==> config.mk <==
export PLATFORM = sky130hd
export DESIGN_NAME = program_loader
export DESIGN_NICKNAME = d
export VERILOG_FILES = /design/src/rtl/program_loader_pkg.sv /design/src/rtl/program_loader_byte_assembler.sv /design/src/rtl/program_loader.sv
export SDC_FILE = /design/constraint.sdc
export NUM_CORES = 1
export LEC_CHECK = 0
export ABC_AREA = 1
export CAP_MARGIN = 20
export CORE_UTILIZATION = 40
export CTS_BUF_LIST = sky130_fd_sc_hd__clkbuf_2
export DETAILED_ROUTE_END_ITERATION = 12
export PLACE_DENSITY = 0.69
export SETUP_SLACK_MARGIN = 0.15
export SLEW_MARGIN = 20
export SYNTH_ARGS = -nofsm -noshare
export SYNTH_HDL_FRONTEND = slang
export SYNTH_SLANG_ARGS = --single-unit
export TNS_END_PERCENT = 20
==> constraint.sdc <==
create_clock -name clk -period 5.95 [get_ports clk]
set_input_delay 0.595 -clock clk [delete_from_list [all_inputs] [get_ports clk]]
set_output_delay 0.595 -clock clk [all_outputs]
set_load 0.05 [all_outputs]
==> src/rtl/program_loader_pkg.sv <==
// Shared types and constants for the program loader: FSM state encoding,
// word/byte widths and the default end-of-program marker.
package program_loader_pkg;
  localparam int INSTR_W = 32;
  localparam int BYTE_W  = 8;
  localparam logic [INSTR_W-1:0] HALT_WORD_DEF = 32'hFFFF_FFFF;

  typedef enum logic [2:0] {
    IDLE  = 3'd0,
    RECV  = 3'd1,
    WRITE = 3'd2,
    DONE  = 3'd3,
    ERROR = 3'd4,
    CHK   = 3'd5
  } loaderState_t;
endpackage

==> src/rtl/program_loader_byte_assembler.sv <==
// Packs a big-endian byte stream into 32-bit words; wordReady pulses
// combinationally with the 4th byte so the caller can latch the full word.
module byte_assembler
  import program_loader_pkg::*;
(
  input  logic               clk,
  input  logic               rst,
  input  logic               clear,
  input  logic               shiftEn,
  input  logic [BYTE_W-1:0]  byteIn,
  output logic [INSTR_W-1:0] word,
  output logic               wordReady
);
  logic [INSTR_W-BYTE_W-1:0] shReg;
  logic [1:0]                byteCnt;

  // only the three bytes already received need storage; the 4th is in flight
  assign word      = {shReg, byteIn};
  assign wordReady = shiftEn && (byteCnt == 2'd3);

  always_ff @(posedge clk or posedge rst) begin
    if (rst) begin
      shReg   <= '0;
      byteCnt <= '0;
    end else if (clear) begin
      shReg   <= '0;
      byteCnt <= '0;
    end else if (shiftEn) begin
      shReg   <= word[INSTR_W-BYTE_W-1:0];
      byteCnt <= byteCnt + 2'd1;
    end
  end
endmodule

==> src/rtl/program_loader.sv <==
// Serial-to-instruction-memory loader feeding the fetch stage's program-load port.
// Optional trailing checksum byte enabled by PROGRAM_LOADER_CHECKSUM_EN.
module program_loader
  import program_loader_pkg::*;
#(
  parameter int unsigned        MAX_WORDS = 1024,
  parameter logic [INSTR_W-1:0] HALT_WORD = HALT_WORD_DEF
) (
  input  logic               clk,
  input  logic               rst,
  input  logic               inStart,
  input  logic [BYTE_W-1:0]  inRxData,
  input  logic               inRxDone,
  output logic               outLoadProgram,
  output logic [INSTR_W-1:0] outAddress,
  output logic [INSTR_W-1:0] outData,
  output logic               outWrInstruction,
  output logic               outDone,
  output logic               outError,
  output logic [31:0]        outWordCount
);
  loaderState_t       state, stateNext;
  logic               loadN, wrN, doneN, errN;
  logic [INSTR_W-1:0] addrN, dataN;
  logic [31:0]        cntN;
  logic               idleLike, asmClear, shiftEn, wordReady, haltInWrite;
  logic [INSTR_W-1:0] asmWord;

  assign idleLike    = (state == IDLE) || (state == DONE) || (state == ERROR);
  assign asmClear    = idleLike && inStart;
  assign haltInWrite = (state == WRITE) && (outData == HALT_WORD);

`ifdef PROGRAM_LOADER_CHECKSUM_EN
  logic [BYTE_W-1:0] xorReg;
  // a byte landing in the halt-word write cycle is the checksum itself
  assign shiftEn = inRxDone && ((state == RECV) || ((state == WRITE) && !haltInWrite));

  always_ff @(posedge clk or posedge rst) begin
    if (rst)           xorReg <= '0;
    else if (asmClear) xorReg <= '0;
    else if (shiftEn)  xorReg <= xorReg ^ inRxData;
  end
`else
  assign shiftEn = inRxDone && ((state == RECV) || (state == WRITE));
`endif

  byte_assembler uAsm (
    .clk       (clk),
    .rst       (rst),
    .clear     (asmClear),
    .shiftEn   (shiftEn),
    .byteIn    (inRxData),
    .word      (asmWord),
    .wordReady (wordReady)
  );

  always_comb begin
    stateNext = state;
    loadN     = outLoadProgram;
    addrN     = outAddress;
    dataN     = outData;
    wrN       = 1'b0;
    doneN     = outDone;
    errN      = outError;
    cntN      = outWordCount;
    case (state)
      IDLE, DONE, ERROR: begin
        if (inStart) begin
          stateNext = RECV;
          addrN     = '0;
          cntN      = '0;
          doneN     = 1'b0;
          errN      = 1'b0;
          loadN     = 1'b1;
        end
      end
      RECV: begin
        if (wordReady) begin
          dataN     = asmWord;
          wrN       = 1'b1;
          stateNext = WRITE;
        end
      end
      WRITE: begin
        cntN = outWordCount + 32'd1;
        if (haltInWrite) begin
`ifdef PROGRAM_LOADER_CHECKSUM_EN
          stateNext = CHK;
          if (inRxDone) begin
            loadN = 1'b0;
            if (inRxData == xorReg) begin stateNext = DONE;  doneN = 1'b1; end
            else                    begin stateNext = ERROR; errN  = 1'b1; end
          end
`else
          stateNext = DONE;
          loadN     = 1'b0;
          doneN     = 1'b1;
`endif
        end else if (outAddress == INSTR_W'(MAX_WORDS - 1)) begin
          stateNext = ERROR;
          loadN     = 1'b0;
          errN      = 1'b1;
        end else begin
          stateNext = RECV;
          addrN     = outAddress + 32'd1;
        end
      end
`ifdef PROGRAM_LOADER_CHECKSUM_EN
      CHK: begin
        if (inRxDone) begin
          loadN = 1'b0;
          if (inRxData == xorReg) begin stateNext = DONE;  doneN = 1'b1; end
          else                    begin stateNext = ERROR; errN  = 1'b1; end
        end
      end
`endif
      default: begin
        stateNext = IDLE;
        loadN     = 1'b0;
      end
    endcase
  end

  always_ff @(posedge clk or posedge rst) begin
    if (rst) begin
      state            <= IDLE;
      outLoadProgram   <= 1'b0;
      outAddress       <= '0;
      outData          <= '0;
      outWrInstruction <= 1'b0;
      outDone          <= 1'b0;
      outError         <= 1'b0;
      outWordCount     <= '0;
    end else begin
      state            <= stateNext;
      outLoadProgram   <= loadN;
      outAddress       <= addrN;
      outData          <= dataN;
      outWrInstruction <= wrN;
      outDone          <= doneN;
      outError         <= errN;
      outWordCount     <= cntN;
    end
  end
endmodule
==> results.ini <==
[run_status]
outcome = completed

[sta]
worst_pin_slew_ns = 0.848
fin_skew_ns = 0.0291
finalSetupViolCount = 0
tns_ns = 0
fin_crit_sh = 0.465
fin_crit_ns = 2.77
relSlewSlack = 0.433
hold_viol = 0
rsz0062_at_grt = false
max_freq_mhz = 361
layout_setup_ws_ns = 3.18
report.final.slew_viol_count = 0

[synthesis]
synth_edf_count = 0
synth_top_cell_by_area = dfrtp_1
synth_top_family_by_area = simple AND/OR/NAND/NOR gates
synthTopCellsByArea = dfrtp_1 (46%), nand2_1 (18%), nor2_1 (7.5%)
yosys_warnings = 0
avgSynthCellArea_sq_um = 7.15
ys_top_cells_by_count = nand2_1 (332), nor2_1 (141), dfrtp_1 (129), inv_1 (106), nand3_1 (77)
syn-num-nets = 998
ys_async_sr_fraction = 1.00
synth_compound_area_frac = 0.0796
yosys.cell_types.count = 31
synthCells = 983
seq_area_frac_synth = 0.459
synthXorXnorAreaFrac = 0.0274
synthSimpleGateAreaFrac = 0.345
synthMuxAreaShare = 0
ys_seq_elements = 129
syn_area_sq_um = 7030
synthFlopType = dfrtp_1
synth_top_area_share = 0.459
yosys.area_share.adder = 0.00534
yosysMostFrequentCell = nand2_1

[finish]
nNetsFinal = 1102
drive_gt1_frac = 0.0509
syn_to_final_growth_pct = 20.9

[placement]
place.gp.congestion = 0.912
place_ws_ns = 3.35
hpwl_mm = 13.2
port-buffer-count = 111

[global_routing]
globalRouteOverflowTotal = 0
antenna_found_initial = 1
grt_usage = 0.218
grt_max_degree = 67
grt_pass1_wl_mm = 31.0
first_global_vias = 6163

[critical_path]
slowest_stage = clkdlybuf4s50_1
max_stage_delay_ns = 0.87
path_buf_inv = 1
end_kind = primary output
path_class = reg -> out
worstPathMaxFanout = 8
path_cells = clkdlybuf4s50_1
critPathTopFamily = buffers and inverters
r2r_slack_ns = 3.46
crit_arrival_ns = 2.17
cp_data_required_time_ns = 5.36
cp-start-kind = flop

[route]
wl_per_cell_um = 14.1
drt-initial-drc-count = 494
first_pass_iters = 6
drc_errors = 0
dr_total_vias = 6619
wl_mm = 18.7
routed_via_density = 4.99
ant_nets = 0

[clock_tree]
cts.sink_count = 129
path_clk_slew_ns = 0.22
clk_path_buf_depth = 2
cts_tree = done
numCtsBuffers = 17
post_cts_resized = 0
cts_setup_buffers = 0
cts_max_level = 4
ctsHoldBuffers = 0
clk_latency_ns = 0.74
clockRootBuffer = clkbuf_2

[power]
power.total_uw = 2760
switchingPower_uw = 1280
switching_share = 0.465
p_leak_uw = 0.00366
ir_worst_vdd_mv = 0.194
clkPwrFrac = 0.191
p_int_uw = 1480
p_per_area_nw_per_um2 = 325
p_comb_frac = 0.395
p_seq_frac = 0.415

[die]
start_util = 0.408
row_count = 48
core-area_sq_um = 17200
die-area_sq_um = 18100
io_pins = 112
die_w_um = 135
dieHeight_um = 135

[flow_run]
maxCapViolCount = 0

[worst_hold_path]
min_path_type = in -> async

[metal layers]
layer  vias to the layer above  global-route usage  routed length [um]
li1                       3307                   -                   -
met5                         -                   0                   0
met4                         0              0.0755                 274
met3                        23              0.0424                1160
met2                       220               0.335                8540
met1                      3069               0.306                8700
[logic make-up after synthesis]
logic type	after synthesis
AND/OR/NAND/NOR	588
buffers and inverters	140
flip-flops	129
AO/OA/AOI/OAI	101
XOR/XNOR	22
adder cells (fa/ha/maj)	3
[layout make-up]
| class | instances | area (sq um) |
|---|---|---|
| clock inverter | 13 | 130 |
| timing repair buffer | 113 | 1130 |
| antenna | 1 | 2.50 |
| fill | 1709 | 8740 |
| tap | 225 | 282 |
| sequential | 129 | 3230 |
| clock buffer | 19 | 95.1 |
| multi-input combinational | 714 | 3210 |
| inverter | 112 | 423 |
[per-stage QoR]
step | utilization | cell area (sq um) | std cells | hold WS (ns)
2_1_floorplan | - | 7030 | 983 | 0.473
3_3_place_gp | 0.480 | 8270 | 1293 | 0.454
3_5_place_dp | 0.480 | 8270 | 1293 | 0.472
4_1_cts | 0.493 | 8500 | 1325 | 0.340
5_1_grt | 0.493 | 8500 | 1326 | 0.378
6_report | 0.493 | 8500 | 1326 | 0.355
[worst paths after layout]
kind / endpoint / cells past startpoint / from
max in group asynchronous: outData[3]$_DFFE_PP0P_ / 3 / rst
min in group clk: uAsm.shReg[7]$_DFFE_PP0P_ / 3 / inRxData[7]
min: outWordCount[3]$_DFFE_PP0P_ / 2 / rst
min reg2reg: outLoadProgram$_DFFE_PP0P_ / 2 / outLoadProgram$_DFFE_PP0P_
max reg2reg: outAddress[13]$_DFFE_PP0P_ / 11 / outAddress[0]$_DFFE_PP0P_
max: outAddress[0] / 1 / outAddress[0]$_DFFE_PP0P_
[power by group through the flow]
stage	combinational [uW]	sequential, uW	clock (uW)
floorplan	557	1410	0
global placement	1080	1170	0
detailed placement	1090	1170	0
CTS	1100	1150	542
global route	1190	1170	578
finish	1090	1150	527
[cell usage in the layout (no fill, tap or decap), types with 2 or more instances in the layout]
cell | synthesis | layout
nand2_2 | 4 | 4
clkdlybuf4s50_1 | 0 | 111
clkbuf_2 | 0 | 19
o21ai_1 | 4 | 4
nand2_4 | 3 | 3
a21oi_1 | 7 | 7
nor2_2 | 3 | 3
nor3b_1 | 2 | 2
nand2_1 | 332 | 332
nand4_1 | 3 | 3
nand3b_1 | 2 | 2
inv_2 | 6 | 6
dfrtp_1 | 129 | 129
a21o_1 | 2 | 2
inv_1 | 106 | 105
buf_4 | 5 | 2
ha_1 | 3 | 3
nor3_1 | 17 | 17
xor2_1 | 19 | 19
nand3_1 | 77 | 77
clkinv_4 | 0 | 4
o21ai_0 | 55 | 55
o22ai_1 | 29 | 29
inv_6 | 0 | 4
nor2_4 | 3 | 3
clkinvlp_4 | 0 | 4
nor2_1 | 141 | 141
xnor2_1 | 3 | 3
[sequential cells by signal (all words and copies together), names as in the netlist]
register          count
uAsm.byteCnt          2
outAddress           32
state                 3
uAsm.shReg           24
outError              1
outWrInstruction      1
outData              32
outLoadProgram        1
outDone               1
outWordCount         32
No activity file was read; power rests on OpenSTA's default activity.
